--- config.mk ---
export PLATFORM = sky130hd
export DESIGN_NAME = reg_file_param
export DESIGN_NICKNAME = d
export VERILOG_FILES = /design/src/rtl/reg_file_param.sv
export SDC_FILE = /design/constraint.sdc
export NUM_CORES = 2
export LEC_CHECK = 0
export ABC_CLOCK_PERIOD_IN_PS = 52100
export BUFFER_PORTS_ARGS = -buffer_cell sky130_fd_sc_hd__buf_4
export CAP_MARGIN = 20
export CORE_MARGIN = 4
export CORE_UTILIZATION = 45
export CTS_CLUSTER_SIZE = 30
export DETAILED_ROUTE_END_ITERATION = 8
export SLEW_MARGIN = 5
export SYNTH_ARGS = -nofsm -noshare
export SYNTH_HDL_FRONTEND = slang
export SYNTH_SLANG_ARGS = --single-unit
--- constraint.sdc ---
create_clock -name CLK -period 52.1 [get_ports CLK]
set_input_delay 5.21 -clock CLK [delete_from_list [all_inputs] [get_ports CLK]]
set_output_delay 5.21 -clock CLK [all_outputs]
set_load 0.02 [all_outputs]
--- src/rtl/reg_file_param.sv ---
// reg_file_param
//   Parametrised dual-read / single-write register file with byte enables,
//   registered reads (1-cycle latency, write-first bypass), an optional
//   hard-wired zero register and a per-register busy scoreboard used by the
//   pipeline to detect pending writes.
//
// Parameters:
//   DATA_WIDTH  register / data port width, multiple of 8
//   ADDR_WIDTH  address width, DEPTH = 2**ADDR_WIDTH
//   R0_ZERO     nonzero: register 0 reads as 0, ignores writes, never busy
//
// Ports:
//   CLK, RST            clock, asynchronous active-high reset
//   READ                read request for both read ports
//   ADDR_R1/ADDR_R2     read addresses
//   DATA_R1/DATA_R2     registered read data
//   BUSY_R1/BUSY_R2     registered busy bits of the read addresses
//   VALID_R             read outputs were updated on the last edge
//   WRITE, ADDR_W       write request and address
//   DATA_W, BE_W        write data and byte enables
//   RSV, ADDR_RSV       reserve request: mark ADDR_RSV busy
module reg_file_param #(
    parameter int unsigned DATA_WIDTH = 32,
    parameter int unsigned ADDR_WIDTH = 5,
    parameter int unsigned R0_ZERO    = 1
) (
    input  logic                    CLK,
    input  logic                    RST,
    input  logic                    READ,
    input  logic [ADDR_WIDTH-1:0]   ADDR_R1,
    input  logic [ADDR_WIDTH-1:0]   ADDR_R2,
    output logic [DATA_WIDTH-1:0]   DATA_R1,
    output logic [DATA_WIDTH-1:0]   DATA_R2,
    output logic                    BUSY_R1,
    output logic                    BUSY_R2,
    output logic                    VALID_R,
    input  logic                    WRITE,
    input  logic [ADDR_WIDTH-1:0]   ADDR_W,
    input  logic [DATA_WIDTH-1:0]   DATA_W,
    input  logic [DATA_WIDTH/8-1:0] BE_W,
    input  logic                    RSV,
    input  logic [ADDR_WIDTH-1:0]   ADDR_RSV
);

    localparam int unsigned DEPTH  = 2 ** ADDR_WIDTH;
    localparam int unsigned NBYTES = DATA_WIDTH / 8;
    localparam bit          ZERO_R0 = (R0_ZERO != 0);

    logic [DATA_WIDTH-1:0] r_mem [DEPTH];
    logic [DEPTH-1:0]      r_busy;

    logic                  w_wr_en;
    logic                  w_rsv_en;
    logic [DATA_WIDTH-1:0] w_wr_merged;
    logic [DEPTH-1:0]      w_busy_nxt;
    logic [DATA_WIDTH-1:0] w_rd1;
    logic [DATA_WIDTH-1:0] w_rd2;

    // Writes and reservations aimed at a hard-wired zero register vanish here,
    // so nothing downstream needs to special-case them.
    always_comb begin
        w_wr_en  = WRITE && !(ZERO_R0 && (ADDR_W == '0));
        w_rsv_en = RSV && !(ZERO_R0 && (ADDR_RSV == '0));
    end

    // Byte merge of the incoming write onto the current register contents.
    always_comb begin
        w_wr_merged = r_mem[ADDR_W];
        for (int unsigned k = 0; k < NBYTES; k++) begin
            if (BE_W[k]) begin
                w_wr_merged[8*k +: 8] = DATA_W[8*k +: 8];
            end
        end
    end

    // Scoreboard resolution: the write clears first, then a reservation of
    // the same register sets it again, so a new producer supersedes the
    // retiring one.
    always_comb begin
        w_busy_nxt = r_busy;
        if (w_wr_en) begin
            w_busy_nxt[ADDR_W] = 1'b0;
        end
        if (w_rsv_en) begin
            w_busy_nxt[ADDR_RSV] = 1'b1;
        end
        if (ZERO_R0) begin
            w_busy_nxt[0] = 1'b0;
        end
    end

    // Read data as it will stand after this edge's write (write-first).
    always_comb begin
        if (ZERO_R0 && (ADDR_R1 == '0)) begin
            w_rd1 = '0;
        end else if (w_wr_en && (ADDR_R1 == ADDR_W)) begin
            w_rd1 = w_wr_merged;
        end else begin
            w_rd1 = r_mem[ADDR_R1];
        end

        if (ZERO_R0 && (ADDR_R2 == '0)) begin
            w_rd2 = '0;
        end else if (w_wr_en && (ADDR_R2 == ADDR_W)) begin
            w_rd2 = w_wr_merged;
        end else begin
            w_rd2 = r_mem[ADDR_R2];
        end
    end

    always_ff @(posedge CLK or posedge RST) begin
        if (RST) begin
            for (int unsigned i = 0; i < DEPTH; i++) begin
                r_mem[i] <= '0;
            end
            r_busy  <= '0;
            DATA_R1 <= '0;
            DATA_R2 <= '0;
            BUSY_R1 <= 1'b0;
            BUSY_R2 <= 1'b0;
            VALID_R <= 1'b0;
        end else begin
            if (w_wr_en) begin
                r_mem[ADDR_W] <= w_wr_merged;
            end
            r_busy <= w_busy_nxt;
            if (READ) begin
                DATA_R1 <= w_rd1;
                DATA_R2 <= w_rd2;
                BUSY_R1 <= w_busy_nxt[ADDR_R1];
                BUSY_R2 <= w_busy_nxt[ADDR_R2];
                VALID_R <= 1'b1;
            end else begin
                VALID_R <= 1'b0;
            end
        end
    end

endmodule

==> results.cfg <==
[timing]
post-route-period-util_pct = 17.64
fin_setup_tns_ps = 0
worst_slack_ps = 42910
hold_viol_final = 0
slew_violations = 0
rsz0062_at_grt = false
fmax_ghz = 0.1088
worst_slew_pin_slew_ps = 1204
setup_viol = 0
skew_ps = 25.18
max-slew-margin-rel_pct = 19.40
finalCriticalPeriod_ps = 9191

[setup_path]
start_kind = primary input
arrival_ps = 9810
worst_setup_path_end_kind = flip-flop
critPathSlowestCell = buf_4
crit_fanout = 123
crit_type = in -> reg
worstPathCellList = buf_8, buf_12, buf_4, mux4_2, mux4_2, nor2b_1, a21oi_1, o21ai_1, o21ai_0, o2bb2ai_1
crit_required_ps = 52720
critical-path-max-stage-delay_ps = 800
crit_path_frequent_cell = mux4_2

[logic_synthesis]
syn-num-nets = 4690
async_reset_ff_share_pct = 100.0
avgSynthCellArea_um2 = 14.37
synthFlopType = dfrtp_1
seq_area_frac_synth_pct = 42.22
syn_area_um2 = 66500
ys_ff_latch = 1122
netlist_instances = 4629
synth-edff-count = 0
synth_cell_type_count = 74
ys_warn_count = 0

[pwr]
leakagePower_uw = 0.03064
clkPwrFrac_pct = 33.5
p_int_uw = 2045
peakVddDrop_uv = 36.51
power.density_nw_per_um2 = 39.31
comb_power_share_pct = 24.5
power.share.sequential_pct = 41.9
power_switching_uw = 843.7
switching_share_pct = 29.21

[final_layout]
mostFrequentLayoutCells = dfrtp_1, mux4_2, mux2_2
layout_commonest_cell = dfrtp_1
areaGrowthSynthToFinish_pct = 10.51
nets = 4547
diodes = 0
finalInstanceArea_um2 = 73490
fin_cells = 6499
drive_gt1_share_pct = 47.25
utilization_pct = 50.24

[min_path]
hp-class = reg -> reg

[floorplan]
die_area_um2 = 154000
initial_core_util_pct = 45.46
io_pins = 128
die_h_um = 392.4
fp.dieW_um = 392.4
coreArea_um2 = 146300
rows = 140

[route]
vias = 44704
firstDrtPassIters = 5
vias_per_cell = 6.879
post_drt_wl_per_cell_um = 34.35
drt_iter0_markers = 5069
routed_wl_um = 223200
drt.antenna.violating_nets = 0
drcViolationCount = 0

[clock_tree]
clk_latency_ps = 770
cts_setup_buffers = 0
cts_tree = yes
cts_root_buf = clkbuf_16
cts_resized = 0
cts_buffers = 133
cts-hold-fix-buffers = 0
cts_buffer_depth = 3
path_clk_slew_ps = 60
numClockSinks = 1122
h-tree-depth = 4

[placed_design]
placedCellCount = 6265
gp_congestion = 0.8103
hpwl_um = 123400
port_buffers = 127
dp_slack_ps = 42090
placed_area_um2 = 68950

[grt]
grtUsageTotal_pct = 29.47
grt_pass1_wl_um = 327300
grt_pass1_vias = 45091
grt_overflow_total = 0
antenna_found_initial = 1
grt_max_degree = 160

[run]
maxCapViolCount = 0

[status]
status = completed
-- synthesized netlist by cell type, types with 49 or more instances --
library cell     n  area (um^2)
a21oi_1        174        870.8
nand2_1        333         1250
o21ai_0        243         1216
mux4_2         929        20920
mux2_2         681         7669
dfrtp_1       1122        28080
clkbuf_1       346         1299
buf_2           67        335.3
buf_1           78        292.8
o2bb2ai_1       49        429.2
mux2i_1         73        730.7
nor2_1         178        668.1
-- worst max-delay path, delay by kind of cell --
kind                   cells  cell delay [ps]
AND/OR/NAND/NOR            1              150
multiplexers               2             1110
AO/OA/AOI/OAI              4             1310
buffers and inverters      3             1870
-- cell type report --
cell class	count	area, um^2
Tap cell	1917	2399
Clock inverter	45	573.1
Timing Repair Buffer	265	2180
Multi-Input combinational cell	2939	36240
Fill cell	12259	72780
Sequential cell	1122	28080
Clock buffer	186	3915
Inverter	25	102.6
-- stage by stage --
stage	hold WS, ps	power, uW
3_5_place_dp	402.7	1926
5_1_grt	430.4	3017
3_3_place_gp	394.3	1906
2_1_floorplan	455.1	1726
6_report	410.7	2889
4_1_cts	414.7	2898
-- layer usage --
metal | vias to the layer above | wire length [um] | global-route usage [%]
li1 | 17825 | - | -
met1 | 24051 | 89860 | 40.99
met2 | 2340 | 100900 | 44.11
met3 | 486 | 23070 | 8.487
met4 | 2 | 9417 | 11.37
met5 | - | 13 | 0
-- final timing paths --
path | startpoint | endpoint | slack (ps) | cells past startpoint
setup / recovery | ADDR_W[1] | DATA_R2[11] | 42910 | 10
hold / removal | r_mem[1011] | r_mem[1011] | 410 | 0
setup reg to reg | r_mem[269] | DATA_R1[13] | 48990 | 8
hold reg to reg | r_mem[1011] | r_mem[1011] | 410 | 0
max in group asynchronous | RST | r_mem[667] | 43560 | 6
min in group asynchronous | RST | r_mem[746] | 4600 | 2
-- registers in the layout, summed over array words and instances, names as in the netlist --
signal / count
DATA_R2: 32
BUSY_R2: 1
r_busy: 31
VALID_R: 1
DATA_R1: 32
BUSY_R1: 1
r_mem: 1024
-- power by group through the flow --
stage	registers, uW	logic, uW	clock network (uW)
after floorplan	1180	541	0
after global placement	1210	696	0
after detailed placement	1220	707	0
after CTS	1200	709	984
after global routing	1240	761	1020
final	1210	709	969
-- kinds of logic after synthesis --
group,count (synthesis),synth area share (%)
buffers and inverters,568,3.807
AOI/OAI and AO/OA,601,5.457
and+or+nand+nor,638,4.128
xor gates and xnor gates,10,0.1317
DFF,1122,42.22
muxes,1690,44.25
(Power assumes the default switching activity.)
